--- config.mk ---
export PLATFORM = sky130hd
export DESIGN_NAME = instr_fetch
export DESIGN_NICKNAME = d
export VERILOG_FILES = /design/src/rtl/goldcrest_pkg.sv /design/src/rtl/fetch_fifo.sv /design/src/rtl/instr_fetch.sv
export SDC_FILE = /design/constraint.sdc
export NUM_CORES = 1
export LEC_CHECK = 0
export ABC_AREA = 1
export BUFFER_PORTS_ARGS = -buffer_cell sky130_fd_sc_hd__buf_2
export CAP_MARGIN = 20
export CORE_UTILIZATION = 55
export CTS_BUF_LIST = sky130_fd_sc_hd__clkbuf_8
export DETAILED_ROUTE_END_ITERATION = 16
export PLACE_DENSITY_LB_ADDON = 0.2
export SLEW_MARGIN = 20
export SYNTH_ARGS = -nofsm -noshare
export SYNTH_HDL_FRONTEND = slang
export SYNTH_SLANG_ARGS = --single-unit
--- constraint.sdc ---
create_clock -name clk_i -period 7 [get_ports clk_i]
set_input_delay 1.4 -clock clk_i [delete_from_list [all_inputs] [get_ports clk_i]]
set_output_delay 1.4 -clock clk_i [all_outputs]
set_load 0.05 [all_outputs]
--- src/rtl/goldcrest_pkg.sv ---
// Shared fetch-stage types and constants.
package goldcrest_pkg;

  localparam int unsigned ILEN = 32;
  localparam logic [ILEN-1:0] BOOT_ADDR_DEFAULT = 32'h0000_0000;

  typedef enum logic [1:0] {
    IDLE  = 2'd0,
    RUN   = 2'd1,
    DRAIN = 2'd2
  } fetch_state_e;

  // One buffered fetch result: instruction word and the address it came from.
  typedef struct packed {
    logic [ILEN-1:0] instr;
    logic [ILEN-1:0] pc;
  } fetch_entry_t;

  // Force an address onto a word boundary.
  function automatic logic [ILEN-1:0] word_align(input logic [ILEN-1:0] a);
    return a & ~32'h3;
  endfunction

endpackage

--- src/rtl/fetch_fifo.sv ---
// Small in-order instruction buffer between fetch and decode.
module fetch_fifo
  import goldcrest_pkg::*;
#(
  parameter int unsigned DEPTH = 2,
  localparam int unsigned PW   = (DEPTH > 1) ? $clog2(DEPTH) : 1,
  localparam int unsigned CW   = $clog2(DEPTH + 1)
) (
  input  logic          clk_i,
  input  logic          rst_ni,
  input  logic          push_i,
  input  fetch_entry_t  wdata_i,
  input  logic          pop_i,
  input  logic          flush_i,
  output fetch_entry_t  rdata_o,
  output logic          full_o,
  output logic          empty_o,
  output logic [CW-1:0] count_o
);

  fetch_entry_t  mem_q [DEPTH];
  logic [PW-1:0] wr_ptr_q, rd_ptr_q;
  logic [CW-1:0] cnt_q;
  logic          do_push, do_pop;

  function automatic logic [PW-1:0] ptr_inc(input logic [PW-1:0] p);
    return (p == PW'(DEPTH - 1)) ? '0 : p + 1'b1;
  endfunction

  assign full_o  = (cnt_q == CW'(DEPTH));
  assign empty_o = (cnt_q == '0);
  assign count_o = cnt_q;
  assign rdata_o = mem_q[rd_ptr_q];
  assign do_push = push_i && !full_o;
  assign do_pop  = pop_i && !empty_o;

  // Storage, pointers and occupancy; flush empties the buffer in one cycle.
  always_ff @(posedge clk_i or negedge rst_ni) begin
    if (!rst_ni) begin
      for (int i = 0; i < DEPTH; i++) mem_q[i] <= '0;
      wr_ptr_q <= '0;
      rd_ptr_q <= '0;
      cnt_q    <= '0;
    end else if (flush_i) begin
      wr_ptr_q <= '0;
      rd_ptr_q <= '0;
      cnt_q    <= '0;
    end else begin
      if (do_push) begin
        mem_q[wr_ptr_q] <= wdata_i;
        wr_ptr_q        <= ptr_inc(wr_ptr_q);
      end
      if (do_pop) rd_ptr_q <= ptr_inc(rd_ptr_q);
      case ({do_push, do_pop})
        2'b10:   cnt_q <= cnt_q + 1'b1;
        2'b01:   cnt_q <= cnt_q - 1'b1;
        default: ;
      endcase
    end
  end

endmodule

--- src/rtl/instr_fetch.sv ---
// Instruction fetch: sequential prefetch into a small buffer, with redirect
// handling that discards responses already in flight.
module instr_fetch
  import goldcrest_pkg::*;
#(
  parameter logic [31:0] BOOT_ADDR  = BOOT_ADDR_DEFAULT,
  parameter int unsigned FIFO_DEPTH = 2
) (
  input  logic        clk_i,
  input  logic        rst_ni,
  input  logic        fetch_en_i,
  output logic        imem_req_o,
  output logic [31:0] imem_addr_o,
  input  logic        imem_gnt_i,
  input  logic        imem_rvalid_i,
  input  logic [31:0] imem_rdata_i,
  input  logic        redirect_i,
  input  logic [31:0] redirect_pc_i,
  output logic        instr_valid_o,
  input  logic        instr_ready_i,
  output logic [31:0] instr_o,
  output logic [31:0] pc_o
);

  localparam int unsigned CW = $clog2(FIFO_DEPTH + 1);

  fetch_state_e  state_q;
  logic [31:0]   fetch_pc_q, fetch_pc_d;
  logic [CW-1:0] os_q, os_d;        // live responses still owed by memory
  logic [CW-1:0] disc_q, disc_d;    // stale responses to swallow
  logic          armed_q;           // set by first grant after reset

  logic [CW-1:0] fifo_cnt;
  logic          fifo_full, fifo_empty;
  fetch_entry_t  head, wentry;
  logic          req, fire, rsp_ok, push, pop;

  // Room is counted against both buffered words and words still owed, so a
  // granted request always has a slot waiting for its response.
  assign req    = (state_q == RUN) && fetch_en_i &&
                  ((32'(os_q) + 32'(fifo_cnt)) < FIFO_DEPTH);
  assign fire   = req && imem_gnt_i;
  assign rsp_ok = imem_rvalid_i && armed_q;
  assign push   = rsp_ok && (disc_q == '0) && !redirect_i;
  assign pop    = !fifo_empty && instr_ready_i && !redirect_i;

  assign wentry.instr = imem_rdata_i;
  // Responses return in order and stale ones are discarded first, so the
  // oldest live request address is fetch_pc minus the live count.
  assign wentry.pc    = fetch_pc_q - {os_q, 2'b00};

  // Outstanding / discard bookkeeping; a redirect turns everything in flight
  // (including a same-cycle grant) into discards.
  always_comb begin
    os_d   = os_q;
    disc_d = disc_q;
    if (redirect_i) begin
      os_d   = '0;
      disc_d = CW'(32'(disc_q) + 32'(os_q) + 32'(fire) - 32'(rsp_ok));
    end else begin
      if (rsp_ok && disc_q != '0) disc_d = disc_q - 1'b1;
      os_d = CW'(32'(os_q) + 32'(fire) - 32'(rsp_ok && disc_q == '0));
    end
  end

  // Next fetch address: redirect target wins over sequential advance.
  always_comb begin
    fetch_pc_d = fetch_pc_q;
    if (redirect_i)  fetch_pc_d = word_align(redirect_pc_i);
    else if (fire)   fetch_pc_d = fetch_pc_q + 32'd4;
  end

  // Fetch control state.
  always_ff @(posedge clk_i or negedge rst_ni) begin
    if (!rst_ni) begin
      state_q <= IDLE;
    end else if (redirect_i && disc_d != '0) begin
      state_q <= DRAIN;
    end else begin
      case (state_q)
        IDLE:    if (fetch_en_i) state_q <= RUN;
        RUN:     if (!fetch_en_i) state_q <= IDLE;
        DRAIN:   if (disc_d == '0) state_q <= fetch_en_i ? RUN : IDLE;
        default: state_q <= IDLE;
      endcase
    end
  end

  // Fetch address and in-flight counters.
  always_ff @(posedge clk_i or negedge rst_ni) begin
    if (!rst_ni) begin
      fetch_pc_q <= BOOT_ADDR;
      os_q       <= '0;
      disc_q     <= '0;
      armed_q    <= 1'b0;
    end else begin
      fetch_pc_q <= fetch_pc_d;
      os_q       <= os_d;
      disc_q     <= disc_d;
      if (fire) armed_q <= 1'b1;
    end
  end

  fetch_fifo #(.DEPTH(FIFO_DEPTH)) u_fifo (
    .clk_i   (clk_i),
    .rst_ni  (rst_ni),
    .push_i  (push),
    .wdata_i (wentry),
    .pop_i   (pop),
    .flush_i (redirect_i),
    .rdata_o (head),
    .full_o  (fifo_full),
    .empty_o (fifo_empty),
    .count_o (fifo_cnt)
  );

  assign imem_req_o    = req;
  assign imem_addr_o   = fetch_pc_q;
  assign instr_valid_o = !fifo_empty;
  assign instr_o       = head.instr;
  assign pc_o          = head.pc;

  a_rvalid_expected: assert property (@(posedge clk_i) disable iff (!rst_ni)
    rsp_ok |-> (os_q != '0 || disc_q != '0));

  a_no_overflow: assert property (@(posedge clk_i) disable iff (!rst_ni)
    push |-> (!fifo_full || pop));

endmodule

==> results.md, run 1 <==
* Final min period at ~4.1 ns
* Syn Inst Count at 1,317
* Drt first pass iters at 5
* Finished Cell Area at 10,400 µm²
* Critical path required time at 5.60 ns
* GR Overflow Total at 0
* GPL Wtd Cong at 1.01
* Dpl ws at between 2 and 3 ns
* Crit path max-delay family: buffers and inverters
* RSZ-0062 raised after global routing: false
* # DRC at 0
* Clk slew on worst S/H paths at 0.08 ns
* Largest net degree at the start of global routing at 110
* Crit path buf inv count at 2
* Peak supply drop at 219 µV
* Leakage power at 5.47 nW
* Status: complete, no violations
* Top FF cell, synth: dfrtp_1
* Iteration-0 DRC Markers at 563
* Top cell type by total area after synthesis: dfrtp_1
* Cell variety after synth at 34
* Initial antenna violation count at 0
* Clock latency on the worst-skew pair at 0.46 ns
* Commonest cells post-synth: nand2_1, dfrtp_1, o21ai_0
* Clock sinks at 165
* CP Launch Type: register
* Achievable Freq at 246 MHz
* Longest Clk Path Bufs at 2
* Core area at 16,100 µm²
* Crit share post-route at 58.1%
* YS warnings at 0
* Worst path max stage delay at 0.86 ns
* Vias in the first global route at approximately 7,900
* Post-route core utilization at 64.8%
* Clk_skew at 0.0136 ns
* Final hold viol count at 0
* Syn avg cell area at 7.00 µm²
* Root Buffer: clkbuf_8
* Layout cells sized above 1 at 15.4%
* Worst-margin pin slew at 0.872 ns
* CP cell instances: clkinv_1 > nand2_1 > nand2_1 > buf_2
* Top cell type's share of synthesized area at 44.8%
* Pwr/cell area at 396 nW/µm²
* Row cnt at 46
* Chip width at 132 µm
* TritonCTS Buffers at 17
* Setup-failing EPs final at 0
* I/O pin count at 169
* Slowest-stage cell, CP: dfrtp_2
* Max-slew headroom at the worst pin at 41.9%
* Setup bufs post-CTS at 0
* Critical path class: register to output pin
* Final setup margin at 2.93 ns
* WL final at 23,200 µm
* Max Transition Viols Final at 0
* Post-DP Area at 9980 µm²
* Worst-path fanout max at 45
* Final TNS setup at 0 ns
* H-tree lvl count at 4
* CTS tree: yes
* Antenna viol nets, final at 0
* First-pass GRT wire length at 38,600 µm
* Post-CTS Resized at 0
* CTS Hold Bufs at 0
* Total Power at 4.14 mW
* Area Overhead vs Synth at 13.2%
* Critical Path AT at 2.67 ns
* Seq/Total Area, Yosys at 44.8%
* Synth top area cells: dfrtp_1, nand2_1, o21ai_0, inv_1, nor2_1
* Die height at about 130 µm
* Number of flops mapped to enable cells by yosys at 0
* Post-synthesis cell area at around 9200 µm²
* Total GRT Usage at 27.9%
* Number of max-cap violations at 0
* Final cell count without fillers at 1,671
* Initial core utilization at 57.2%
* Diodes inserted at 0
* Die area at 17,300 µm²
* Synth Register Bits at 165
* Most used cell, CP: nand2_1
* Asr flop ratio synth at 100%
* Wire length per cell at 13.9 µm
* CP Capture Type: output pin
* Most common cell in the netlist: nand2_1
* Placed Cells at 1,639
* Hold Slack at between 0.4 and 0.5 ns
* Via count at about 8,500
* Post-layout nets at roughly 1,500
* Routed vias/inst at 5.07
* Port bufs at 162
* Detailed placer's ending HPWL at 16,100 µm
* Hold Crit Class: register to register
[report_power, final]
part	internal (mW)	switching (mW)
clock network	0.417	0.354
logic	0.454	1.43
registers	1.27	0.208
[worst reg2reg max path, stage by stage, from the launching register on]
cell	delay, ns
dfrtp_1	0.40
inv_1	0.10
ha_1	0.20
nand3_1	0.10
inv_2	0.10
nand3_4	0.12
nor2_4	0.10
buf_4	0.52
inv_2	0.40
buf_4	0.39
nand2_1	0.15
o21ai_0	0.08
[worst paths after layout]
kind,startpoint,end,slack (ns),depth (start not counted)
max,u_fifo.rd_ptr_q$_DFFE_PN0P_,pc_o[20],2.93,4
min,u_fifo.mem_q[62]$_DFFE_PN0P_,u_fifo.mem_q[62]$_DFFE_PN0P_,0.48,2
max reg2reg,disc_q[0]$_DFF_PN0_,u_fifo.mem_q[13]$_DFFE_PN0P_,4.20,11
min reg2reg,u_fifo.mem_q[62]$_DFFE_PN0P_,u_fifo.mem_q[62]$_DFFE_PN0P_,0.48,2
max in group asynchronous,rst_ni,u_fifo.mem_q[97]$_DFFE_PN0P_,4.71,2
min in group asynchronous,rst_ni,u_fifo.mem_q[52]$_DFFE_PN0P_,1.05,1
[layout make-up]
class / instances / area, µm²
timing repair buffer: 167 / 857
inverter: 114 / 428
clock buffer: 20 / 275
sequential: 165 / 4130
multi-input combinational: 977 / 4310
clock inverter: 12 / 176
tap: 216 / 270
fill: 1549 / 5670
[layout by cell type, fill, tap and decap left out, types with 3 or more instances in the layout]
master        n
bufinv_16     4
buf_2       161
ha_1          7
inv_2         3
conb_1        4
nor2_2       11
nand2_2       3
buf_4         5
xnor2_1       6
nor2_4        5
nand4_1       7
clkinvlp_4    3
nand2_1     604
o211ai_1      4
fa_1          3
xor2_1       23
nand3_1      59
dfrtp_1     164
inv_1       111
o21ai_0     122
o21ai_1       6
clkbuf_8     21
nor2_1      102
[cells by family after synthesis]
family,count (synthesis),share of synthesized area (%)
AO/OA/AOI/OAI,137,7.61
XOR/XNOR,29,2.75
adder cells (fa/ha/maj),10,1.60
buffers and inverters,178,8.73
flip-flops,165,44.8
other,1,0.0406
AND/OR/NAND/NOR,797,34.5
[registers in the layout (all words and copies together), names as in the netlist]
| name | cells |
|---|---|
| armed_q | 1 |
| disc_q | 2 |
| imem_addr_o | 30 |
| os_q | 2 |
| state_q | 2 |
| u_fifo.count_o | 2 |
| u_fifo.mem_q | 124 |
| u_fifo.rd_ptr_q | 1 |
| u_fifo.wr_ptr_q | 1 |
[metal layers]
metal  track usage, %  wire length [µm]  vias to the layer above
met1             37.6             10500                     3892
met4             10.5               566                        0
li1                 -                 -                     4279
met3             4.86              1290                       35
met5                0                 0                        -
met2             44.9             10800                      269
Note: power is estimated with default switching activity, not from simulation.
==> inputs of run 2 (changes only) <==
ABC_AREA = 0   (was 1)
CORE_UTILIZATION = 52   (was 55)
clock period = 3.45 ns   (was 7 ns; I/O delays follow)
==> results.md, run 2 <==
* Diodes inserted at 0 (unchanged)
* Post-route core utilization at 62.1% (-2.7 points)
* Routing usage on met3 at 5.62% (+0.75 points)
* WL final at 18,100 µm (-22%)
* Commonest non-fill, non-tap cell in the layout: dfrtp_1
* I/O pin count at 169 (unchanged)
* Synth top area cells: dfrtp_1, mux2_2, xnor2_1, nand2_1, xor2_1
* Die height at 129 µm (-1.8%)
* Chip width at 129 µm (-1.8%)
* Critical path required time at 2.76 ns (-2.84 ns)
* Number of max-cap violations at 0 (unchanged)
* Post-CTS Resized at 0 (unchanged)
* Final TNS setup at 0 ns (unchanged)
* Achievable Freq at 309 MHz
* Largest net degree at the start of global routing at 89 (-19%)
* Register area at 4130 µm² (unchanged)
* Clock latency on the worst-skew pair at 0.45 ns (about the same)
* Max Transition Viols Final at 0 (unchanged)
* GPL Wtd Cong at 0.832 (-17%)
* Longest Clk Path Bufs at 2 (unchanged)
* Setup bufs post-CTS at 0 (unchanged)
* Critical path launch point: u_fifo.count_o[0]$_DFFE_PN0P_
* Setup-failing EPs final at 0 (unchanged)
* Port bufs at 162 (unchanged)
* Leakage power at 4.56 nW (-17%)
* Grt met1 use at 29.5% (-8.1 points)
* TritonCTS Buffers at 17 (unchanged)
* CP Launch Type: register
* Row cnt at 46 (unchanged)
* Hold Crit Class: input port to async pin
* Top cell type's share of synthesized area at 49.1% (+4.3 points)
* CTS Hold Bufs at 0 (unchanged)
* Critical Path AT at 2.55 ns (-0.12 ns)
* Post-layout nets at 985 (-35%)
* Finished Cell Area at 9820 µm² (-5.9%)
* Total GRT Usage at 22.8% (-5.1 points)
* Most common cell in the netlist: dfrtp_1
* Worst-path fanout max at 8 (-82%)
* Initial core utilization at 53.2% (-4.1 points)
* Drt first pass iters at 4 (-1)
* Routed vias/inst at 5.32 (+4.9%)
* Cell variety after synth at 48 (+41%)
* Hold Slack at 0.286 ns (-0.190 ns)
* Commonest cells post-synth: dfrtp_1, mux2_2, nand2_1
* Clk slew on worst S/H paths at 0.08 ns (about the same)
* YS warnings at 0 (unchanged)
* Multi-input gate area at 3980 µm² (-7.5%)
* Final min period at 3.24 ns
* Synth Register Bits at 165 (unchanged)
* Placed Cells at 1,101 (-33%)
* Post-DP Area at 9380 µm² (-6.1%)
* CP Capture Type: output pin
* Syn avg cell area at 11.0 µm² (+57%)
* Top FF cell, synth: dfrtp_1
* Syn Inst Count at 765 (-42%)
* Worst-margin pin slew at 0.834 ns (-0.0376 ns)
* Peak supply drop at 353 µV (+62%)
* Initial antenna violation count at 0 (unchanged)
* CTS tree: yes
* Detailed placer's ending HPWL at 12,800 µm (-21%)
* H-tree lvl count at 4 (unchanged)
* M2 GR Usage at 36.4% (-8.5 points)
* Core area at 15,800 µm² (-1.8%)
* Vias in the first global route at 5,983 (-24%)
* Worst R2R Start: u_fifo.count_o[0]$_DFFE_PN0P_
* Critical path class: register to output pin
* Fill count at 1,302 (-16%)
* Root Buffer: clkbuf_8
* GRT busiest layer: met2
* Via count at 6,022 (-29%)
* Iteration-0 DRC Markers at 170 (-70%)
* # DRC at 0 (unchanged)
* Area Overhead vs Synth at 16.8%
* Die area at 16,700 µm² (-3.5%)
* Status: complete, no violations
* Layout cells sized above 1 at 39.5% (+24 points)
* Final cell count without fillers at 1,132 (-32%)
* Top cell type by total area after synthesis: dfrtp_1
* Final hold viol count at 0 (unchanged)
* Number of flops mapped to enable cells by yosys at 0 (unchanged)
* Max-slew headroom at the worst pin at 44.4% (+2.5 points)
* Clock sinks at 165 (unchanged)
* Number of flip-flops in the largest register at 124 (unchanged)
* Antenna viol nets, final at 0 (unchanged)
* Wire length per cell at 16.0 µm (+15%)
* Pwr/cell area at 862 nW/µm² (+120%)
* GR Overflow Total at 0 (unchanged)
* Seq/Total Area, Yosys at 49.1% (+4.3 points)
* Most frequent cells in the layout: dfrtp_1, buf_2, mux2_2
* Most flops, register: u_fifo.mem_q
* RSZ-0062 raised after global routing: false
* Asr flop ratio synth at 100% (unchanged)
* Clk_skew at 0.0154 ns (+0.00185 ns)
* Crit share post-route at a little over nine tenths
* First-pass GRT wire length at 29,400 µm (-24%)
* Post-synthesis cell area at 8410 µm² (-8.8%)
run 2: cell types whose count changed after synthesis, moves of 12 or more:
cell and change:
nor2_1 -48, nor2_2 -12, nand2_1 -529, a21oi_1 +28, xnor2_1 +32, o21ai_0 -93
mux2_2 +127, inv_1 -99, o21ai_1 +28, nand3_1 -43
run 2: cells by family (layout without fill, tap and decap cells):
logic type	Yosys count	in the layout	share of synthesized area [%]
AOI/OAI and AO/OA	97	97	5.95
xor gates and xnor gates	66	66	6.87
adders and majority gates	10	10	1.75
buffers and inverters	69	217	3.87
DFF	165	165	49.1
muxes	129	129	17.2
other	1	4	0.0446
and+or+nand+nor	228	228	15.2
run 2: layer usage:
layer | wire (µm) | share of wire (%) | up-vias
met5 | 0 | 0 | -
met2 | 8370 | 46 | 182
met4 | 464 | 2.6 | 0
li1 | - | - | 2900
met3 | 1130 | 6.3 | 27
met1 | 8120 | 45 | 2913
run 2: critical path: stages (launching register included):
cell	delay, ns
dfrtp_1	0.40
inv_1	0.11
nor2_1	0.07
fa_1	0.44
or3b_1	0.41
buf_4	0.20
nor3b_1	0.18
buf_2	0.29
run 2: power breakdown:
group / internal, mW / total (mW) / switching, mW
registers: 2.66 / 3.12 / 0.456
clock network: 0.886 / 1.56 / 0.676
logic: 1.29 / 3.79 / 2.50
total: 4.84 / 8.47 / 3.63
run 2: final cells by class:
class,instances,area share (%)
tap,216,2.75
clock inverter,12,1.90
timing repair buffer,175,9.69
clock buffer,19,2.66
sequential,165,42.0
inverter,11,0.420
multi-input combinational,534,40.5
run 2: metrics by stage:
step | power [mW] | worst slack (ns)
4_1_cts | 8.54 | 0.182
3_5_place_dp | 6.96 | 0.496
6_report | 8.47 | 0.209
5_1_grt | 8.96 | 0.0561
3_3_place_gp | 6.82 | 0.492
2_1_floorplan | 6.09 | 0.0825
run 2: path summary, 6_finish.rpt:
path / endpoint / slack [ns] / cells after the start
hold reg to reg: u_fifo.mem_q[74]$_DFFE_PN0P_ / 0.48 / 2
setup reg to reg: state_q[0]$_DFFE_PN0P_ / 0.42 / 12
setup / recovery: imem_req_o / 0.21 / 7
max in group asynchronous: u_fifo.mem_q[73]$_DFFE_PN0P_ / 2.31 / 2
min in group clk_i: u_fifo.rd_ptr_q$_DFFE_PN0P_ / 0.43 / 2
hold / removal: u_fifo.mem_q[119]$_DFFE_PN0P_ / 0.29 / 1
